==> src/rtl/aes_round_sequencer_if.sv <==
`timescale 1ns/1ps
// aes_round_sequencer_if: groups the issue, key-schedule and vector-ALU signals of the
// AES round sequencer.
//   master: the sequencer (drives busy/done/data_out, key_req/key_round, alu_op/alu_src_*)
//   slave : its environment (drives start/data_in/abort, key_valid/key_in, alu_result)
interface aes_round_sequencer_if;
  localparam int unsigned BLK_W = 128;
  localparam int unsigned RND_W = 4;
  localparam int unsigned OP_W  = 5;

  // issue side
  logic             start;
  logic [BLK_W-1:0] data_in;
  logic             abort;
  logic             busy;
  logic             done;
  logic [BLK_W-1:0] data_out;
  // key-schedule handshake
  logic             key_req;
  logic [RND_W-1:0] key_round;
  logic             key_valid;
  logic [BLK_W-1:0] key_in;
  // vector ALU
  logic [OP_W-1:0]  alu_op;
  logic [BLK_W-1:0] alu_src_a;
  logic [BLK_W-1:0] alu_src_b;
  logic [BLK_W-1:0] alu_result;

  modport master (
    input  start, data_in, abort, key_valid, key_in, alu_result,
    output busy, done, data_out, key_req, key_round, alu_op, alu_src_a, alu_src_b
  );

  modport slave (
    output start, data_in, abort, key_valid, key_in, alu_result,
    input  busy, done, data_out, key_req, key_round, alu_op, alu_src_a, alu_src_b
  );
endinterface

==> src/rtl/aes_round_sequencer.sv <==
`timescale 1ns/1ps
// aes_round_sequencer: drives an external 128-bit vector ALU through a complete AES-128
// encryption (initial AddRoundKey, 9 full rounds, final round without MixColumns),
// keeping the cipher state locally and fetching each round key over a req/valid handshake.
// Ports:
//   clk   - clock, rising edge
//   rst   - asynchronous reset, active low
//   bus   - master side of aes_round_sequencer_if:
//           start/data_in/abort -> busy/done/data_out (issue logic)
//           key_req/key_round   <- key_valid/key_in   (key-schedule provider)
//           alu_op/alu_src_a/alu_src_b <- alu_result  (vector ALU)
module aes_round_sequencer #(
  parameter int unsigned ALU_LAT      = 0,
  parameter logic [4:0]  OP_NOP       = 5'b00000,
  parameter logic [4:0]  OP_SUBBYTES  = 5'b10010,
  parameter logic [4:0]  OP_ARK       = 5'b10011,
  parameter logic [4:0]  OP_SHIFTROWS = 5'b10100,
  parameter logic [4:0]  OP_MIXCOL    = 5'b10101
) (
  input logic                   clk,
  input logic                   rst,
  aes_round_sequencer_if.master bus
);

  localparam int unsigned BLK_W  = 128;
  localparam int unsigned RND_W  = 4;
  localparam int unsigned OP_W   = 5;
  localparam int unsigned HOLD_W = (ALU_LAT > 0) ? $clog2(ALU_LAT + 1) : 1;

  localparam logic [RND_W-1:0]  LAST_ROUND = RND_W'(10);
  localparam logic [HOLD_W-1:0] HOLD_LAST  = HOLD_W'(ALU_LAT);

  typedef enum logic [1:0] {S_IDLE, S_KEY, S_OP, S_DONE} state_t;
  typedef enum logic [1:0] {STEP_SUB, STEP_SHR, STEP_MIX, STEP_ARK} step_t;

  state_t            state_q, state_d;
  step_t             step_q, step_d;
  logic [RND_W-1:0]  round_q, round_d;
  logic [HOLD_W-1:0] hold_q, hold_d;
  logic [BLK_W-1:0]  st_q, st_d;
  logic [BLK_W-1:0]  key_q, key_d;
  logic [BLK_W-1:0]  dout_q, dout_d;

  logic              busy_q, busy_d;
  logic              done_q, done_d;
  logic              key_req_q, key_req_d;
  logic [OP_W-1:0]   op_q, op_d;
  logic [BLK_W-1:0]  src_b_q, src_b_d;

  function automatic logic [OP_W-1:0] step_op(input step_t s);
    case (s)
      STEP_SUB: step_op = OP_SUBBYTES;
      STEP_SHR: step_op = OP_SHIFTROWS;
      STEP_MIX: step_op = OP_MIXCOL;
      default:  step_op = OP_ARK;
    endcase
  endfunction

  // state and registered outputs
  always_ff @(posedge clk or negedge rst) begin
    if (!rst) begin
      state_q   <= S_IDLE;
      step_q    <= STEP_SUB;
      round_q   <= '0;
      hold_q    <= '0;
      st_q      <= '0;
      key_q     <= '0;
      dout_q    <= '0;
      busy_q    <= 1'b0;
      done_q    <= 1'b0;
      key_req_q <= 1'b0;
      op_q      <= OP_NOP;
      src_b_q   <= '0;
    end else begin
      state_q   <= state_d;
      step_q    <= step_d;
      round_q   <= round_d;
      hold_q    <= hold_d;
      st_q      <= st_d;
      key_q     <= key_d;
      dout_q    <= dout_d;
      busy_q    <= busy_d;
      done_q    <= done_d;
      key_req_q <= key_req_d;
      op_q      <= op_d;
      src_b_q   <= src_b_d;
    end
  end

  // next state; outputs are decoded from the next state so they register in step with it
  always_comb begin
    state_d = state_q;
    step_d  = step_q;
    round_d = round_q;
    hold_d  = hold_q;
    st_d    = st_q;
    key_d   = key_q;
    dout_d  = dout_q;

    case (state_q)
      S_IDLE: begin
        if (bus.start) begin
          st_d    = bus.data_in;
          round_d = '0;
          hold_d  = '0;
          state_d = S_KEY;
        end
      end
      S_KEY: begin
        // abort beats a simultaneous key handshake
        if (bus.abort) begin
          state_d = S_IDLE;
        end else if (bus.key_valid) begin
          key_d   = bus.key_in;
          step_d  = (round_q == '0) ? STEP_ARK : STEP_SUB;
          hold_d  = '0;
          state_d = S_OP;
        end
      end
      S_OP: begin
        if (bus.abort) begin
          hold_d  = '0;
          state_d = S_IDLE;
        end else if (hold_q != HOLD_LAST) begin
          hold_d = hold_q + HOLD_W'(1);
        end else begin
          hold_d = '0;
          st_d   = bus.alu_result;
          case (step_q)
            STEP_SUB: step_d = STEP_SHR;
            // the final round skips MixColumns
            STEP_SHR: step_d = (round_q == LAST_ROUND) ? STEP_ARK : STEP_MIX;
            STEP_MIX: step_d = STEP_ARK;
            default: begin
              if (round_q == LAST_ROUND) begin
                dout_d  = bus.alu_result;
                state_d = S_DONE;
              end else begin
                round_d = round_q + RND_W'(1);
                state_d = S_KEY;
              end
            end
          endcase
        end
      end
      S_DONE: begin
        state_d = S_IDLE;
      end
      default: begin
        state_d = S_IDLE;
      end
    endcase

    busy_d    = (state_d == S_KEY) || (state_d == S_OP);
    done_d    = (state_d == S_DONE);
    key_req_d = (state_d == S_KEY);
    op_d      = (state_d == S_OP) ? step_op(step_d) : OP_NOP;
    src_b_d   = ((state_d == S_OP) && (step_d == STEP_ARK)) ? key_d : '0;
  end

  assign bus.busy      = busy_q;
  assign bus.done      = done_q;
  assign bus.data_out  = dout_q;
  assign bus.key_req   = key_req_q;
  assign bus.key_round = round_q;
  assign bus.alu_op    = op_q;
  assign bus.alu_src_a = st_q;
  assign bus.alu_src_b = src_b_q;

endmodule
==> src/flat_wrapper.sv <==
// flat-port wrapper written by rule: the top's interface ports become plain ports
module aes_round_sequencer_flat 
#(
  parameter int unsigned ALU_LAT      = 0,
  parameter logic [4:0]  OP_NOP       = 5'b00000,
  parameter logic [4:0]  OP_SUBBYTES  = 5'b10010,
  parameter logic [4:0]  OP_ARK       = 5'b10011,
  parameter logic [4:0]  OP_SHIFTROWS = 5'b10100,
  parameter logic [4:0]  OP_MIXCOL    = 5'b10101
)
  (clk, rst, bus_start, bus_data_in, bus_abort, bus_key_valid, bus_key_in, bus_alu_result, bus_busy, bus_done, bus_data_out, bus_key_req, bus_key_round, bus_alu_op, bus_alu_src_a, bus_alu_src_b);
  aes_round_sequencer_if bus_i ();
  input logic clk;
  input logic rst;
  input wire logic [$bits(bus_i.start)-1:0] bus_start;
  input wire logic [$bits(bus_i.data_in)-1:0] bus_data_in;
  input wire logic [$bits(bus_i.abort)-1:0] bus_abort;
  input wire logic [$bits(bus_i.key_valid)-1:0] bus_key_valid;
  input wire logic [$bits(bus_i.key_in)-1:0] bus_key_in;
  input wire logic [$bits(bus_i.alu_result)-1:0] bus_alu_result;
  output wire logic [$bits(bus_i.busy)-1:0] bus_busy;
  output wire logic [$bits(bus_i.done)-1:0] bus_done;
  output wire logic [$bits(bus_i.data_out)-1:0] bus_data_out;
  output wire logic [$bits(bus_i.key_req)-1:0] bus_key_req;
  output wire logic [$bits(bus_i.key_round)-1:0] bus_key_round;
  output wire logic [$bits(bus_i.alu_op)-1:0] bus_alu_op;
  output wire logic [$bits(bus_i.alu_src_a)-1:0] bus_alu_src_a;
  output wire logic [$bits(bus_i.alu_src_b)-1:0] bus_alu_src_b;
  assign bus_i.start = bus_start;
  assign bus_i.data_in = bus_data_in;
  assign bus_i.abort = bus_abort;
  assign bus_i.key_valid = bus_key_valid;
  assign bus_i.key_in = bus_key_in;
  assign bus_i.alu_result = bus_alu_result;
  assign bus_busy = bus_i.busy;
  assign bus_done = bus_i.done;
  assign bus_data_out = bus_i.data_out;
  assign bus_key_req = bus_i.key_req;
  assign bus_key_round = bus_i.key_round;
  assign bus_alu_op = bus_i.alu_op;
  assign bus_alu_src_a = bus_i.alu_src_a;
  assign bus_alu_src_b = bus_i.alu_src_b;
  aes_round_sequencer #(.ALU_LAT(ALU_LAT), .OP_NOP(OP_NOP), .OP_SUBBYTES(OP_SUBBYTES), .OP_ARK(OP_ARK), .OP_SHIFTROWS(OP_SHIFTROWS), .OP_MIXCOL(OP_MIXCOL)) u_core (.clk(clk), .rst(rst), .bus(bus_i));
endmodule
==> config.mk <==
export PLATFORM = sky130hd
export DESIGN_NAME = aes_round_sequencer_flat
export DESIGN_NICKNAME = d
export VERILOG_FILES = /design/src/rtl/aes_round_sequencer_if.sv /design/src/rtl/aes_round_sequencer.sv /design/src/flat_wrapper.sv
export SDC_FILE = /design/constraint.sdc
export NUM_CORES = 1
export LEC_CHECK = 0
export ABC_AREA = 1
export BUFFER_PORTS_ARGS = -buffer_cell sky130_fd_sc_hd__buf_4
export CAP_MARGIN = 10
export CORE_AREA = 2 2 305 307
export CTS_CLUSTER_DIAMETER = 50
export DETAILED_ROUTE_END_ITERATION = 16
export DIE_AREA = 0 0 307 309
export PLACE_DENSITY = 0.42
export SYNTH_ARGS = -nofsm -noshare
export SYNTH_HDL_FRONTEND = slang
export SYNTH_SLANG_ARGS = --single-unit
==> constraint.sdc <==
create_clock -name clk -period 5.45 [get_ports clk]
set_input_delay 1.3625 -clock clk [delete_from_list [all_inputs] [get_ports clk]]
set_output_delay 1.3625 -clock clk [all_outputs]
set_load 0.01 [all_outputs]
=== After elaboration in Yosys (flattened, before gate mapping) ===
Cells that the tools add are included.

* Register bits: 529
* Latch bits: 0
* Bits in writable memories: 0
* Memory bits (read-only): 0
* Input port bits: 389
* Output and inout bits: 396
* Word-level logic and storage cells: 87
* Memories: 0

* $add $sub $neg: 2
* Multiply operators: 0
* Div/mod/pow operators: 0
* Order comparisons: 0
* Equality and inequality tests: 19
* Shifts and indexed selects: 0
* Mux-type cells: 38
* Bitwise logic cells: 3
* Reductions and logical operators: 13

{| class="wikitable"
|+ Operators by type and width
! cell !! number
|-
| $mux 128 || 7
|-
| $pmux 128 s2 || 1
|-
| $mux 2 || 12
|-
| $mux 4 || 5
|-
| $eq 2x2->1 const B || 7
|-
| $ne 2x2->1 const B || 7
|-
| $pmux 3 s3 || 1
|-
| $eq 2x1->1 const B || 4
|-
| $pmux 2 s4 || 1
|-
| $pmux 4 s2 || 1
|-
| $reduce_and 4->1 || 2
|-
| $logic_not 2->1 || 3
|-
| $mux 1 || 6
|-
| $pmux 2 s3 || 1
|-
| $reduce_and 6->1 || 1
|-
| $mux 5 || 1
|-
| $reduce_and 5->1 || 1
|-
| $add 4x1->4 const B || 1
|-
| $eq 4x4->1 const B || 1
|-
| $logic_not 4->1 || 1
|-
| $pmux 2 s2 || 1
|-
| $not 1->1 || 3
|-
| $pmux 1 s3 || 1
|-
| $reduce_bool 3->1 || 1
|-
| other kinds (5) || 5
|}

=== Longest topological paths before layout ===
* Depth after elaboration: 9
* Depth in mapped cells: 14
* Gate-level depth less buffers: 11

=== Worst setup path after synthesis ===
OpenSTA, ideal clock, no wires.

* Kind: input-to-reg
* Start: in bus_abort
* End: reg u_core.src_b_q[96], in the netlist u_core.bus.alu_src_b[96]
* Setup time: 95 ps
* Data arrival time: 3024 ps
* Data required time: 5355 ps
* Setup slack: 2331 ps
* Stages: 11
* Path buffers: 3
* Cell sequence: nor2_1 nand3_2 buf_2 nand3_1 nand2_1 o21ai_0 ha_1 nand2_1 buf_2 buf_1 a211oi_1

* Longest elaborated chain between the ends: 5
* Elaborated cells on any way between the ends: 12
* Those cells by class: eq/ne: 2; mux: 9; reduce/logical: 1

{| class="wikitable"
|+ RTL lines
! what !! line !! source
|-
| start, declared || flat_wrapper.sv:17 || <nowiki>input wire logic [$bits(bus_i.abort)-1:0] bus_abort;</nowiki>
|-
| $mux 2 (on tied branches) || aes_round_sequencer.sv:121, aes_round_sequencer.sv:111 ||
|-
| $pmux 2 s4 (*) || aes_round_sequencer.sv:100 || <nowiki>case (state_q)</nowiki>
|-
| via u_core.state_d[1] || aes_round_sequencer.sv:36 || <nowiki>state_t state_q, state_d;</nowiki>
|-
| $eq 2x2->1 (*) || aes_round_sequencer.sv:158 || <nowiki>src_b_d = ((state_d == S_OP) && (step_d == STEP_ARK)) ? key_d : '0;</nowiki>
|-
| $logic_and 1x1->1 (*) || aes_round_sequencer.sv:158 ||
|-
| $mux 128 (*) || aes_round_sequencer.sv:158 ||
|-
| via u_core.src_b_d[96] || aes_round_sequencer.sv:48 || <nowiki>logic [BLK_W-1:0] src_b_q, src_b_d;</nowiki>
|-
| end signal, assigned || aes_round_sequencer.sv:86 || <nowiki>src_b_q <= src_b_d;</nowiki>
|-
| end, declared || aes_round_sequencer.sv:48 ||
|}

Mark *: on every way through the listed nets, which the timed path passes. The rest lies on a longest branch.
A chain may end at the register's enable or synchronous reset.

=== Worst setup path after layout ===
* Start: reg u_core.state_q[0]
* End: reg u_core.src_b_q[35], in the netlist u_core.bus.alu_src_b[35]

* Elaborated cells on any way between the ends: 17
* Those cells by class: eq/ne: 5; mux: 10; reduce/logical: 2

{| class="wikitable"
|+ RTL lines
! what !! line !! source
|-
| start, declared || aes_round_sequencer.sv:36 ||
|-
| start signal, assigned || aes_round_sequencer.sv:75 || <nowiki>state_q <= state_d;</nowiki>
|-
| $eq 2x2->1 (tied with other cells) || aes_round_sequencer.sv:100 ||
|-
| $pmux 2 s4 (*) || aes_round_sequencer.sv:100 ||
|-
| via u_core.state_d[1] || aes_round_sequencer.sv:36 ||
|-
| $eq 2x2->1 (*) || aes_round_sequencer.sv:158 ||
|-
| $logic_and 1x1->1 (*) || aes_round_sequencer.sv:158 ||
|-
| $mux 128 (*) || aes_round_sequencer.sv:158 ||
|-
| via u_core.src_b_d[35] || aes_round_sequencer.sv:48 ||
|}

Marks and branches as above.

==> impl_metrics.json <==
{
  "synthesis.area_sq_mm": 0.0227,
  "worst_slew_margin_rel": 0.283,
  "post-synth-top-area-cell": "sky130_fd_sc_hd__dfrtp_1",
  "post_route_cells_drive_above_1_share": 0.342,
  "synth-warning-count": 0,
  "max_fo_critical_path": 50,
  "final_common_cell": "sky130_fd_sc_hd__buf_4",
  "synth_seq_area_share": 0.581,
  "hold_viol_final": 0,
  "cell_with_the_biggest_individual_delay_on_the_critical_path": "sky130_fd_sc_hd__ha_4",
  "globalplace.congestion": 0.876,
  "final.setup.tns_ns": 0,
  "cts-htree-levels": 3,
  "avgSynthCellArea_sq_um": 9.31,
  "wire_length_of_the_first_global_routing_pass_um": 128000,
  "detail_route.vias_per_cell": 4.23,
  "pin_count": 785,
  "hold_path_class": "register to register",
  "muxShareOfSynthArea": 0,
  "drt_first_pass_iters": 5,
  "cp.buffers_inverters": 3,
  "ctsLongestPathBuffers": 3,
  "post_layout_minimum_cycle_time_ns": 3.58,
  "fraction_of_synthesized_cell_area_in_xor_and_xnor_cells": 0.000771,
  "grt_overflow_total": 0,
  "yosys.area_share.adder": 0.00551,
  "layout_common_cells": "sky130_fd_sc_hd__buf_4, sky130_fd_sc_hd__nand2_1, sky130_fd_sc_hd__dfrtp_1",
  "seq_power_share": 0.344,
  "netlist.area_leader.share": 0.581,
  "synthCells": 2439,
  "drt_iter0_markers": 1018,
  "synthSimpleGateAreaFrac": 0.117,
  "clock_skew_ns": 0.0342,
  "clockPowerShare": 0.348,
  "die-height_um": 309,
  "worst_setup_hold_path_clk_slew_ns": 0.05,
  "cts_repair_resize_count": 0,
  "number_of_antenna_violations_at_the_first_check_in_global_routing": 6,
  "post_cts.repair.setup_buffers": 0,
  "floorplan.die_area_sq_mm": 0.0949,
  "via_count": 18861,
  "crit_arrival_ns": 4.11,
  "rsz_0062_raised_after_global_routing": "false",
  "dieWidth_um": 307,
  "drc": 0,
  "finalSetupViolCount": 0,
  "run_status": "completed",
  "combinational_share_of_power": 0.308,
  "final.setup.worst_slack_ns": 1.87,
  "critical_path.max_stage_delay_ns": 0.60,
  "crit_path_end_kind": "register",
  "flow.area_growth_from_synthesis_pct": 43.6,
  "design.final.nets": 3598,
  "worst_path_dominant_cell_family": "simple AND/OR/NAND/NOR gates",
  "syn_nets": 2838,
  "fp.coreArea_sq_mm": 0.0914,
  "synth_seq_cells": 527,
  "peakVddDrop_mv": 0.291,
  "power_leakage_nw": 17.9,
  "worst_pin_slew_ns": 1.08,
  "final_min_period_over_clock_period": 0.657,
  "post_drt_wl_per_cell_um": 19.4,
  "cts_tree": "yes",
  "numCtsBuffers": 83,
  "path_cells": "inv_1 -> ha_4 -> inv_1 -> nor2_1 -> nand3_1 -> nand3_1 -> nand2_1 -> o21ai_0 -> ha_1 -> nand2_4 -> buf_12 -> a211oi_1",
  "cp-start-kind": "register",
  "yosysUniqueCellTypes": 30,
  "grtUsageTotal": 0.179,
  "path_class": "register to register",
  "dp_hpwl_um": 63000,
  "largest_family_of_logic_cells_by_synthesized_area": "compound AO/OA/AOI/OAI gates",
  "internal_power_mw": 10.3,
  "clock-root-buffer": "sky130_fd_sc_hd__clkbuf_16",
  "cp_data_required_time_ns": 5.98,
  "yosys-top-cells-area": "sky130_fd_sc_hd__dfrtp_1, sky130_fd_sc_hd__nand2_1, sky130_fd_sc_hd__inv_1",
  "max_capacitance_violation_count": 0,
  "core.rowCount": 111,
  "dp_slack_ns": 1.71,
  "cts_hold_buf": 0,
  "finalMaxSlewViolations": 0,
  "finalWirelength_um": 86300,
  "netSwitchingFraction": 0.347,
  "timing.fmax_mhz": 279,
  "io_buffers": 783,
  "initial_core_util": 0.249,
  "cts.sinks": 527,
  "grt_start_max_net_pins": 171,
  "synth_compound_gate_area_share": 0.172,
  "drt.antenna.violating_nets": 0,
  "worst_skew_pair.late_latency_ns": 0.64,
  "pwr_density_cell_mw_per_mm2": 482,
  "first_global_vias": 19895,
  "power.switching_mw": 5.46
}
-- path summary, 6_finish.rpt --
kind,startpoint,endpoint,slack [ns],depth (start not counted)
worst max register to register,u_core.state_q[0]$_DFF_PN0_,u_core.bus.alu_src_b[35]$_DFF_PN0_,1.87,12
worst max-delay path,u_core.state_q[0]$_DFF_PN0_,u_core.bus.alu_src_b[35]$_DFF_PN0_,1.87,12
worst min-delay path,u_core.bus.alu_src_a[84]$_DFFE_PN0P_,u_core.bus.alu_src_a[84]$_DFFE_PN0P_,0.48,2
max in group asynchronous,rst,u_core.key_q[89]$_DFF_PN0_,3.42,2
min in group asynchronous,rst,u_core.bus.data_out[53]$_DFFE_PN0P_,0.79,1
worst min register to register,u_core.bus.alu_src_a[84]$_DFFE_PN0P_,u_core.bus.alu_src_a[84]$_DFFE_PN0P_,0.48,2
-- per-stage QoR --
step | power [mW] | utilization | instances | hold slack (ns) | instance area, sq um
after floorplan | 8.30 | - | 2439 | 0.514 | 22700
after global placement | 10.3 | 0.325 | 4300 | 0.466 | 29700
after detailed placement | 10.4 | 0.325 | 4300 | 0.466 | 29700
after CTS | 16.0 | 0.357 | 4452 | 0.482 | 32600
after global routing | 16.8 | 0.357 | 4457 | 0.502 | 32600
final | 15.7 | 0.357 | 4457 | 0.479 | 32600
-- per-layer routing --
metal	part of all wire	vias up	global-route usage
met5	0.00019	-	0
li1	-	9110	-
met1	0.39	9028	0.208
met2	0.50	614	0.310
met3	0.082	107	0.0617
met4	0.023	2	0.0590
-- layout make-up --
type,count,area (sq um)
diodes,5,12.5
clock buffers,104,2340
clock inverters,48,528
fillers,9378,58800
inverters,534,2010
multi-input cells,1236,6780
flip-flops and latches,527,13200
well taps,1186,1480
repair buffers,817,6280
-- power by group through the flow --
| stage | Combinational, mW | Sequential (mW) | Clock, mW |
|---|---|---|---|
| 6_report | 4.84 | 5.41 | 5.47 |
| 5_1_grt | 5.45 | 5.53 | 5.82 |
| 4_1_cts | 4.94 | 5.42 | 5.63 |
| 3_5_place_dp | 4.93 | 5.45 | 0 |
| 3_3_place_gp | 4.84 | 5.44 | 0 |
| 2_1_floorplan | 2.67 | 5.63 | 0 |
-- cells by family after synthesis --
| family | Yosys count |
|---|---|
| buf+inv | 676 |
| flops | 527 |
| fa+ha+maj | 10 |
| other cells | 1 |
| compound gates | 522 |
| simple gates | 701 |
| xor+xnor | 2 |
-- Yosys cell counts (all sizes together) --
master,count
nand2,674
inv,534
dfrtp,527
a21oi,134
o21ai,132
a211oi,128
o211ai,128
buf,113
clkbuf,29
nor2,14
ha,10
nand3,8
nand4,2
nor3,2
conb,1
or2,1
xnor2,1
xor2,1
-- state kept, by name, indices dropped and copies added, names as in the netlist, 2 cells and up --
name and count:
u_core.bus.key_round 4, u_core.bus.alu_src_b 128, u_core.bus.alu_op 4, u_core.bus.data_out 128, u_core.state_q 2, u_core.key_q 128, u_core.step_q 2, u_core.bus.alu_src_a 128
-- tightest hold or removal path: cells and delay by family, from the launching register on --
| family | cells | cell delay [ns] |
|---|---|---|
| simple gates | 2 | 0.10 |
| flops | 1 | 0.34 |
Note: power is estimated with default switching activity, not from simulation.
